**config.mk**
```make
export PLATFORM = sky130hd
export DESIGN_NAME = pss_intr_ctrl
export DESIGN_NICKNAME = d
export VERILOG_FILES = /design/src/rtl/pss_intr_pkg.sv /design/src/rtl/pss_intr_prio_enc.sv /design/src/rtl/pss_intr_ctrl.sv
export SDC_FILE = /design/constraint.sdc
export NUM_CORES = 1
export LEC_CHECK = 0
export BUFFER_PORTS_ARGS = -buffer_cell sky130_fd_sc_hd__buf_2
export CORE_MARGIN = 2
export CORE_UTILIZATION = 43
export DETAILED_ROUTE_END_ITERATION = 8
export PLACE_DENSITY = 0.89
export SLEW_MARGIN = 20
export SYNTH_ARGS = -nofsm -noshare
export SYNTH_HDL_FRONTEND = slang
export SYNTH_SLANG_ARGS = --single-unit
```
**constraint.sdc**
```tcl
create_clock -name PCLK -period 2.47 [get_ports PCLK]
set_clock_uncertainty 0.2 [all_clocks]
set_input_delay 0.494 -clock PCLK [delete_from_list [all_inputs] [get_ports PCLK]]
set_output_delay 0.494 -clock PCLK [all_outputs]
set_load 0.01 [all_outputs]
```
**src/rtl/pss_intr_pkg.sv**
```systemverilog
// Shared constants and types for the peripheral sub-system interrupt controller.
// Register offsets are byte addresses on the 5-bit APB address bus.
package pss_intr_pkg;

    localparam int MAX_SRC = 7;

    typedef logic [MAX_SRC-1:0] src_vec_t;

    localparam logic [4:0] ADDR_STATUS = 5'h00;
    localparam logic [4:0] ADDR_MASK   = 5'h04;
    localparam logic [4:0] ADDR_CLEAR  = 5'h08;
    localparam logic [4:0] ADDR_MODE   = 5'h0C;
    localparam logic [4:0] ADDR_VECTOR = 5'h10;

    localparam logic [2:0] NO_IRQ = 3'd7;

endpackage

```
**src/rtl/pss_intr_prio_enc.sv**
```systemverilog
// Fixed-priority encoder: returns the lowest set index of the active vector,
// or NO_IRQ when nothing is active.
module pss_intr_prio_enc
    import pss_intr_pkg::*;
(
    input  src_vec_t    active,
    output logic [2:0]  vector
);

    // Scan from the top down so the lowest index overwrites last and wins.
    always_comb begin
        vector = NO_IRQ;
        for (int i = MAX_SRC - 1; i >= 0; i--) begin
            if (active[i]) vector = 3'(i);
        end
    end

endmodule

```
**src/rtl/pss_intr_ctrl.sv**
```systemverilog
// Interrupt controller with edge/level sources, mask, W1C clear and APB access.
// Optional build macro PSS_INTR_SYNC_EN inserts a 2-flop input synchronizer.
module pss_intr_ctrl
    import pss_intr_pkg::*;
#(
    parameter int NUM_SRC = 5
) (
    input  logic               PCLK,
    input  logic               PRESET,
    input  logic [NUM_SRC-1:0] IREQ,
    output logic               IRQ,
    input  logic               PSEL,
    input  logic               PENABLE,
    input  logic               PWRITE,
    input  logic [4:0]         PADDR,
    input  logic [31:0]        PWDATA,
    output logic [31:0]        PRDATA,
    output logic               PREADY
);

    logic [NUM_SRC-1:0] ireq_s;
    logic [NUM_SRC-1:0] ireq_d;
    logic [NUM_SRC-1:0] pending;
    logic [NUM_SRC-1:0] mask;
    logic [NUM_SRC-1:0] mode;
    logic [NUM_SRC-1:0] active;
    logic [NUM_SRC-1:0] clr_bits;
    logic [NUM_SRC-1:0] edge_set;
    logic [NUM_SRC-1:0] pending_nxt;
    logic [NUM_SRC-1:0] wdata;
    logic [4:0]         word_addr;
    logic [2:0]         vector;
    logic               wr_en;
    logic               armed;
    logic [1:0]         arm_cnt;
    logic               unused_bits;

`ifdef PSS_INTR_SYNC_EN
    localparam int ARM_CYC = 3;
    logic [NUM_SRC-1:0] sync_p0;
    logic [NUM_SRC-1:0] sync_p1;

    always_ff @(posedge PCLK or posedge PRESET) begin
        if (PRESET) begin
            sync_p0 <= '0;
            sync_p1 <= '0;
        end else begin
            sync_p0 <= IREQ;
            sync_p1 <= sync_p0;
        end
    end

    assign ireq_s = sync_p1;
`else
    localparam int ARM_CYC = 1;
    assign ireq_s = IREQ;
`endif

    assign word_addr   = {PADDR[4:2], 2'b00};
    assign wdata       = PWDATA[NUM_SRC-1:0];
    assign wr_en       = PSEL & PENABLE & PWRITE;
    assign unused_bits = ^{PWDATA, PADDR[1:0]};
    assign PREADY      = 1'b1;

    // Edge detection stays off until ireq_d holds a real sample of the input,
    // so a line already high when reset releases is not mistaken for a rise.
    assign armed = (arm_cnt == 2'(ARM_CYC));

    always_ff @(posedge PCLK or posedge PRESET) begin
        if (PRESET) arm_cnt <= '0;
        else if (!armed) arm_cnt <= arm_cnt + 2'd1;
    end

    assign clr_bits    = (wr_en && word_addr == ADDR_CLEAR) ? wdata : '0;
    assign edge_set    = armed ? (ireq_s & ~ireq_d) : '0;
    // Set beats clear for edge sources; level sources simply follow the input.
    assign pending_nxt = (mode & ireq_s) | (~mode & ((pending & ~clr_bits) | edge_set));
    assign active      = pending & mask;

    always_ff @(posedge PCLK or posedge PRESET) begin
        if (PRESET) begin
            ireq_d  <= '0;
            pending <= '0;
            mask    <= '0;
            mode    <= '0;
            IRQ     <= 1'b0;
        end else begin
            ireq_d  <= ireq_s;
            pending <= pending_nxt;
            IRQ     <= |active;
            if (wr_en && word_addr == ADDR_MASK) mask <= wdata;
            if (wr_en && word_addr == ADDR_MODE) mode <= wdata;
        end
    end

    pss_intr_prio_enc u_prio_enc (
        .active (src_vec_t'(active)),
        .vector (vector)
    );

    always_comb begin
        PRDATA = '0;
        if (PSEL) begin
            case (word_addr)
                ADDR_STATUS: PRDATA = 32'(pending);
                ADDR_MASK:   PRDATA = 32'(mask);
                ADDR_MODE:   PRDATA = 32'(mode);
                ADDR_VECTOR: PRDATA = 32'(vector);
                default:     PRDATA = '0;
            endcase
        end
    end

endmodule

```
==> impl_results.html <==
<table>
<tr><th>Metric</th><th>Value</th></tr>
<tr><th colspan="2">Layout</th></tr>
<tr><td>Sequential Area</td><td>575.6 um^2</td></tr>
<tr><td>Final core utilization</td><td>50.33%</td></tr>
<tr><td>Growth of design area from synthesis to finish</td><td>12.57%</td></tr>
<tr><td>Count of placed standard cells in the final layout, fillers left out</td><td>218</td></tr>
<tr><td># fillers</td><td>305</td></tr>
<tr><td>Layout cell share with drive strength beyond 1</td><td>28.74%</td></tr>
<tr><td>Nets</td><td>223</td></tr>
<tr><td>Diode count</td><td>0</td></tr>
<tr><td>Multi-input gate area</td><td>635.6 um^2</td></tr>
<tr><th colspan="2">Clock tree</th></tr>
<tr><td>Count of H-tree levels built during CTS</td><td>1</td></tr>
<tr><td>Total CTS buffers</td><td>3</td></tr>
<tr><td>Worst-Skew Late Latency</td><td>320 ps</td></tr>
<tr><td>CTS tree</td><td>done</td></tr>
<tr><td>Deepest clock path buffer count</td><td>2</td></tr>
<tr><td>Clock root buffer</td><td>sky130_fd_sc_hd__clkbuf_4</td></tr>
<tr><td>CTS sink cnt</td><td>23</td></tr>
<tr><td>Worst-path clk slew</td><td>140 ps</td></tr>
<tr><th colspan="2">Worst setup path</th></tr>
<tr><td>Highest cell delay on the worst timing path</td><td>430 ps</td></tr>
<tr><td>Critical Path Source Type</td><td>flip-flop</td></tr>
<tr><td>Cell-by-cell trace of the critical path</td><td>a22o_1, or4_4, o21bai_1, a21oi_1, buf_2</td></tr>
<tr><td>CP max-delay cell</td><td>sky130_fd_sc_hd__or4_4</td></tr>
<tr><td>Maximum net fanout on the critical path</td><td>2</td></tr>
<tr><td>Buf/Inv on CP</td><td>1</td></tr>
<tr><td>Worst Setup Path Type</td><td>reg2out</td></tr>
<tr><td>Worst path arrival time</td><td>1870 ps</td></tr>
<tr><td>Top cell family by delay on the critical path</td><td>compound AO/OA/AOI/OAI gates</td></tr>
<tr><td>Critical Path End Type</td><td>output pin</td></tr>
<tr><td>CP Data Required Time</td><td>1780 ps</td></tr>
<tr><th colspan="2">Die</th></tr>
<tr><td>FP Rows</td><td>20</td></tr>
<tr><td>Full die area</td><td>3613 um^2</td></tr>
<tr><td>Ports placed on the boundary</td><td>81</td></tr>
<tr><td>Core area</td><td>3028 um^2</td></tr>
<tr><td>Overall die height</td><td>60.11 um</td></tr>
<tr><td>Die boundary width</td><td>60.11 um</td></tr>
<tr><td>Effective utilization at floorplan</td><td>44.71%</td></tr>
<tr><th colspan="2">GRT</th></tr>
<tr><td>Most heavily used metal layer in global routing</td><td>met2</td></tr>
<tr><td>Tot GR Track Use</td><td>14.98%</td></tr>
<tr><td>Met1 track demand over resource in global routing</td><td>20.46%</td></tr>
<tr><td>Pin count of the biggest net entering global routing</td><td>24</td></tr>
<tr><td>Met2 demand-to-capacity share in global routing</td><td>24.07%</td></tr>
<tr><td>Global Route met3 Usage</td><td>2.597%</td></tr>
<tr><td>Vias in the first global route</td><td>896</td></tr>
<tr><td>First-pass GRT wire length</td><td>4.022 mm</td></tr>
<tr><td>Initial antenna violation count</td><td>0</td></tr>
<tr><td>Residual overflow from global routing</td><td>0</td></tr>
<tr><th colspan="2">STA</th></tr>
<tr><td>Final-layout worst hold slack</td><td>80.87 ps</td></tr>
<tr><td>Post-layout min period</td><td>2562 ps</td></tr>
<tr><td>Number of pins exceeding their max-slew limit in the final report</td><td>0</td></tr>
<tr><td>Final setup violation count</td><td>2</td></tr>
<tr><td>Unrepaired setup endpoints after global routing</td><td>yes</td></tr>
<tr><td>Final worst path period share</td><td>103.7%</td></tr>
<tr><td>Fin Setup TNS</td><td>-101.8 ps</td></tr>
<tr><td>Tightest Pin Transition</td><td>555.7 ps</td></tr>
<tr><td>Relative slew slack</td><td>62.79%</td></tr>
<tr><td>Maximum clock frequency</td><td>390.4 MHz</td></tr>
<tr><td>Final worst slack</td><td>-91.61 ps</td></tr>
<tr><td>Number of endpoints with negative hold slack in the final report</td><td>0</td></tr>
<tr><th colspan="2">Detailed routing</th></tr>
<tr><td>Vias after detailed routing</td><td>993</td></tr>
<tr><td>Vias/cell</td><td>4.555</td></tr>
<tr><td>Initial DRC count</td><td>11</td></tr>
<tr><td>Drt pass-1 iters</td><td>4</td></tr>
<tr><td>Number of design rule violations left after detail routing</td><td>0</td></tr>
<tr><td>Antenna-violating nets left</td><td>0</td></tr>
<tr><td>Post-detailed-routing wire length</td><td>2.461 mm</td></tr>
<tr><td>Routed wirelength normalized by instance count</td><td>11.29 um</td></tr>
<tr><th colspan="2">Place</th></tr>
<tr><td>Number of buffer cells added on primary ports</td><td>23</td></tr>
<tr><td>GPL Wtd Cong</td><td>0.8061</td></tr>
<tr><td>Dpl hpwl</td><td>1.880 mm</td></tr>
<tr><td>Placed cell count</td><td>209</td></tr>
<tr><td>Dpl ws</td><td>120.2 ps</td></tr>
<tr><th colspan="2">Logic synthesis</th></tr>
<tr><td>Synth Instances</td><td>140</td></tr>
<tr><td>Share of the yosys chip area belonging to registers</td><td>42.51%</td></tr>
<tr><td>Syn Std Cell Area</td><td>1354 um^2</td></tr>
<tr><td>Yosys warning count</td><td>0</td></tr>
<tr><td>Avg Synthesized Cell Area</td><td>9.670 um^2</td></tr>
<tr><td>Netlist cell types</td><td>28</td></tr>
<tr><td>Post-synthesis sequential element count</td><td>23</td></tr>
<tr><th colspan="2">Pwr</th></tr>
<tr><td>Static leakage</td><td>0.8051 nW</td></tr>
<tr><td>Max IR drop VDD</td><td>0.0004553 V</td></tr>
<tr><td>Total power per unit cell area</td><td>603.1 nW/um^2</td></tr>
<tr><th colspan="2">Run status</th></tr>
<tr><td>Run status</td><td>finished with violations</td></tr>
<tr><td>Violated checks</td><td>negative setup slack</td></tr>
<tr><th colspan="2">Job</th></tr>
<tr><td>Number of max-capacitance violations reported</td><td>0</td></tr>
<tr><th colspan="2">Worst hold path</th></tr>
<tr><td>Class of the tightest hold or removal check</td><td>in2reg</td></tr>
</table>
-- sequential cells by signal (all words and copies together) (netlist names) --
| name | count |
|---|---|
| ireq_d | 5 |
| mask | 5 |
| mode | 5 |
| pending | 5 |
| arm_cnt | 2 |
| IRQ | 1 |
-- timing repair --
action	in CTS	in global routing
buffers inserted	4	0
setup endpoints to repair	2	2
endpoints found under the hold margin	23	0
resized for setup	2	0
pin swaps	2	1
hold buffers	1	0
-- through the flow --
| step | total power, mW | instance area, um^2 |
|---|---|---|
| 6_report | 0.9191 | 1524 |
| 5_1_grt | 0.9815 | 1524 |
| 4_1_cts | 0.9225 | 1524 |
| 3_5_place_dp | 0.7188 | 1445 |
| 3_3_place_gp | 0.7075 | 1445 |
| 2_1_floorplan | 0.6822 | 1451 |
-- layout by cell type (no fill, tap or decap), drive strengths merged, types with 2 or more instances in the layout --
cell type / instances
a211o: 5
a21oi: 5
buf: 33
clkbuf: 3
conb: 28
dfrtp: 23
inv: 8
mux2: 10
mux2i: 6
nand2: 12
nand3: 4
nand4: 2
nor2: 8
nor2b: 5
nor3: 3
o21ai: 5
-- synthesized netlist by cell type --
cell type | n | area share [%]
sky130_fd_sc_hd__nor2b_1 | 5 | 2.3
sky130_fd_sc_hd__dfrtp_1 | 23 | 43
sky130_fd_sc_hd__mux2i_1 | 6 | 4.4
sky130_fd_sc_hd__nor3b_2 | 1 | 0.92
sky130_fd_sc_hd__a21oi_1 | 5 | 1.8
sky130_fd_sc_hd__o22ai_1 | 1 | 0.46
sky130_fd_sc_hd__nor2_1 | 8 | 2.2
sky130_fd_sc_hd__nand2b_1 | 1 | 0.46
sky130_fd_sc_hd__a22o_1 | 1 | 0.65
sky130_fd_sc_hd__o21ai_0 | 5 | 1.8
sky130_fd_sc_hd__buf_4 | 29 | 16
sky130_fd_sc_hd__nand2_1 | 12 | 3.3
sky130_fd_sc_hd__o32ai_1 | 1 | 0.65
sky130_fd_sc_hd__mux2_2 | 10 | 8.3
sky130_fd_sc_hd__o21bai_1 | 1 | 0.55
sky130_fd_sc_hd__a31oi_1 | 1 | 0.46
sky130_fd_sc_hd__xnor2_1 | 1 | 0.65
sky130_fd_sc_hd__and2_1 | 1 | 0.46
sky130_fd_sc_hd__nor3_1 | 3 | 1.1
sky130_fd_sc_hd__clkbuf_1 | 1 | 0.28
sky130_fd_sc_hd__ha_1 | 1 | 0.92
sky130_fd_sc_hd__nand4_1 | 2 | 0.92
sky130_fd_sc_hd__conb_1 | 2 | 0.55
sky130_fd_sc_hd__a211o_1 | 5 | 3.2
sky130_fd_sc_hd__a22oi_1 | 1 | 0.55
sky130_fd_sc_hd__nand3_1 | 4 | 1.5
sky130_fd_sc_hd__or4_1 | 1 | 0.55
sky130_fd_sc_hd__inv_1 | 8 | 2.2
-- cell families after synthesis --
logic type | share of synthesized area [%]
simple gates | 13.77
buf+inv | 18.58
flops | 42.51
compound gates | 10.26
mux | 12.75
other cells | 0.5547
fa+ha+maj | 0.9241
xor+xnor | 0.6471
-- per-layer routing --
layer	share of wire (%)	wire length, um
met2	49	1197
met1	43	1048
met3	7.7	189
met5	0	0
met4	1.1	26
-- report_power, final --
part	internal, mW	switching [mW]	leakage (nW)
registers	0.439	0.0476	0.273
logic	0.127	0.128	0.514
clock network	0.0606	0.117	0.0177
-- worst paths after layout --
check,from,to,slack (ps),depth (start not counted)
setup / recovery,mask[1],PRDATA[1],-90,5
hold / removal,IREQ[0],ireq_d[0],80,1
setup reg to reg,arm_cnt[0],pending[4],1080,4
hold reg to reg,arm_cnt[0],arm_cnt[0],290,1
max in group asynchronous,PRESET,mask[2],1300,4
min in group asynchronous,PRESET,arm_cnt[1],530,4
-- area by class of cell --
class | count | area share (%)
clock buffer | 3 | 1.478
multi-input combinational | 105 | 41.71
inverter | 8 | 1.970
timing repair buffer | 34 | 13.14
sequential | 23 | 37.77
clock inverter | 1 | 0.3284
tap | 44 | 3.612
Note: power is estimated with default switching activity, not from simulation.
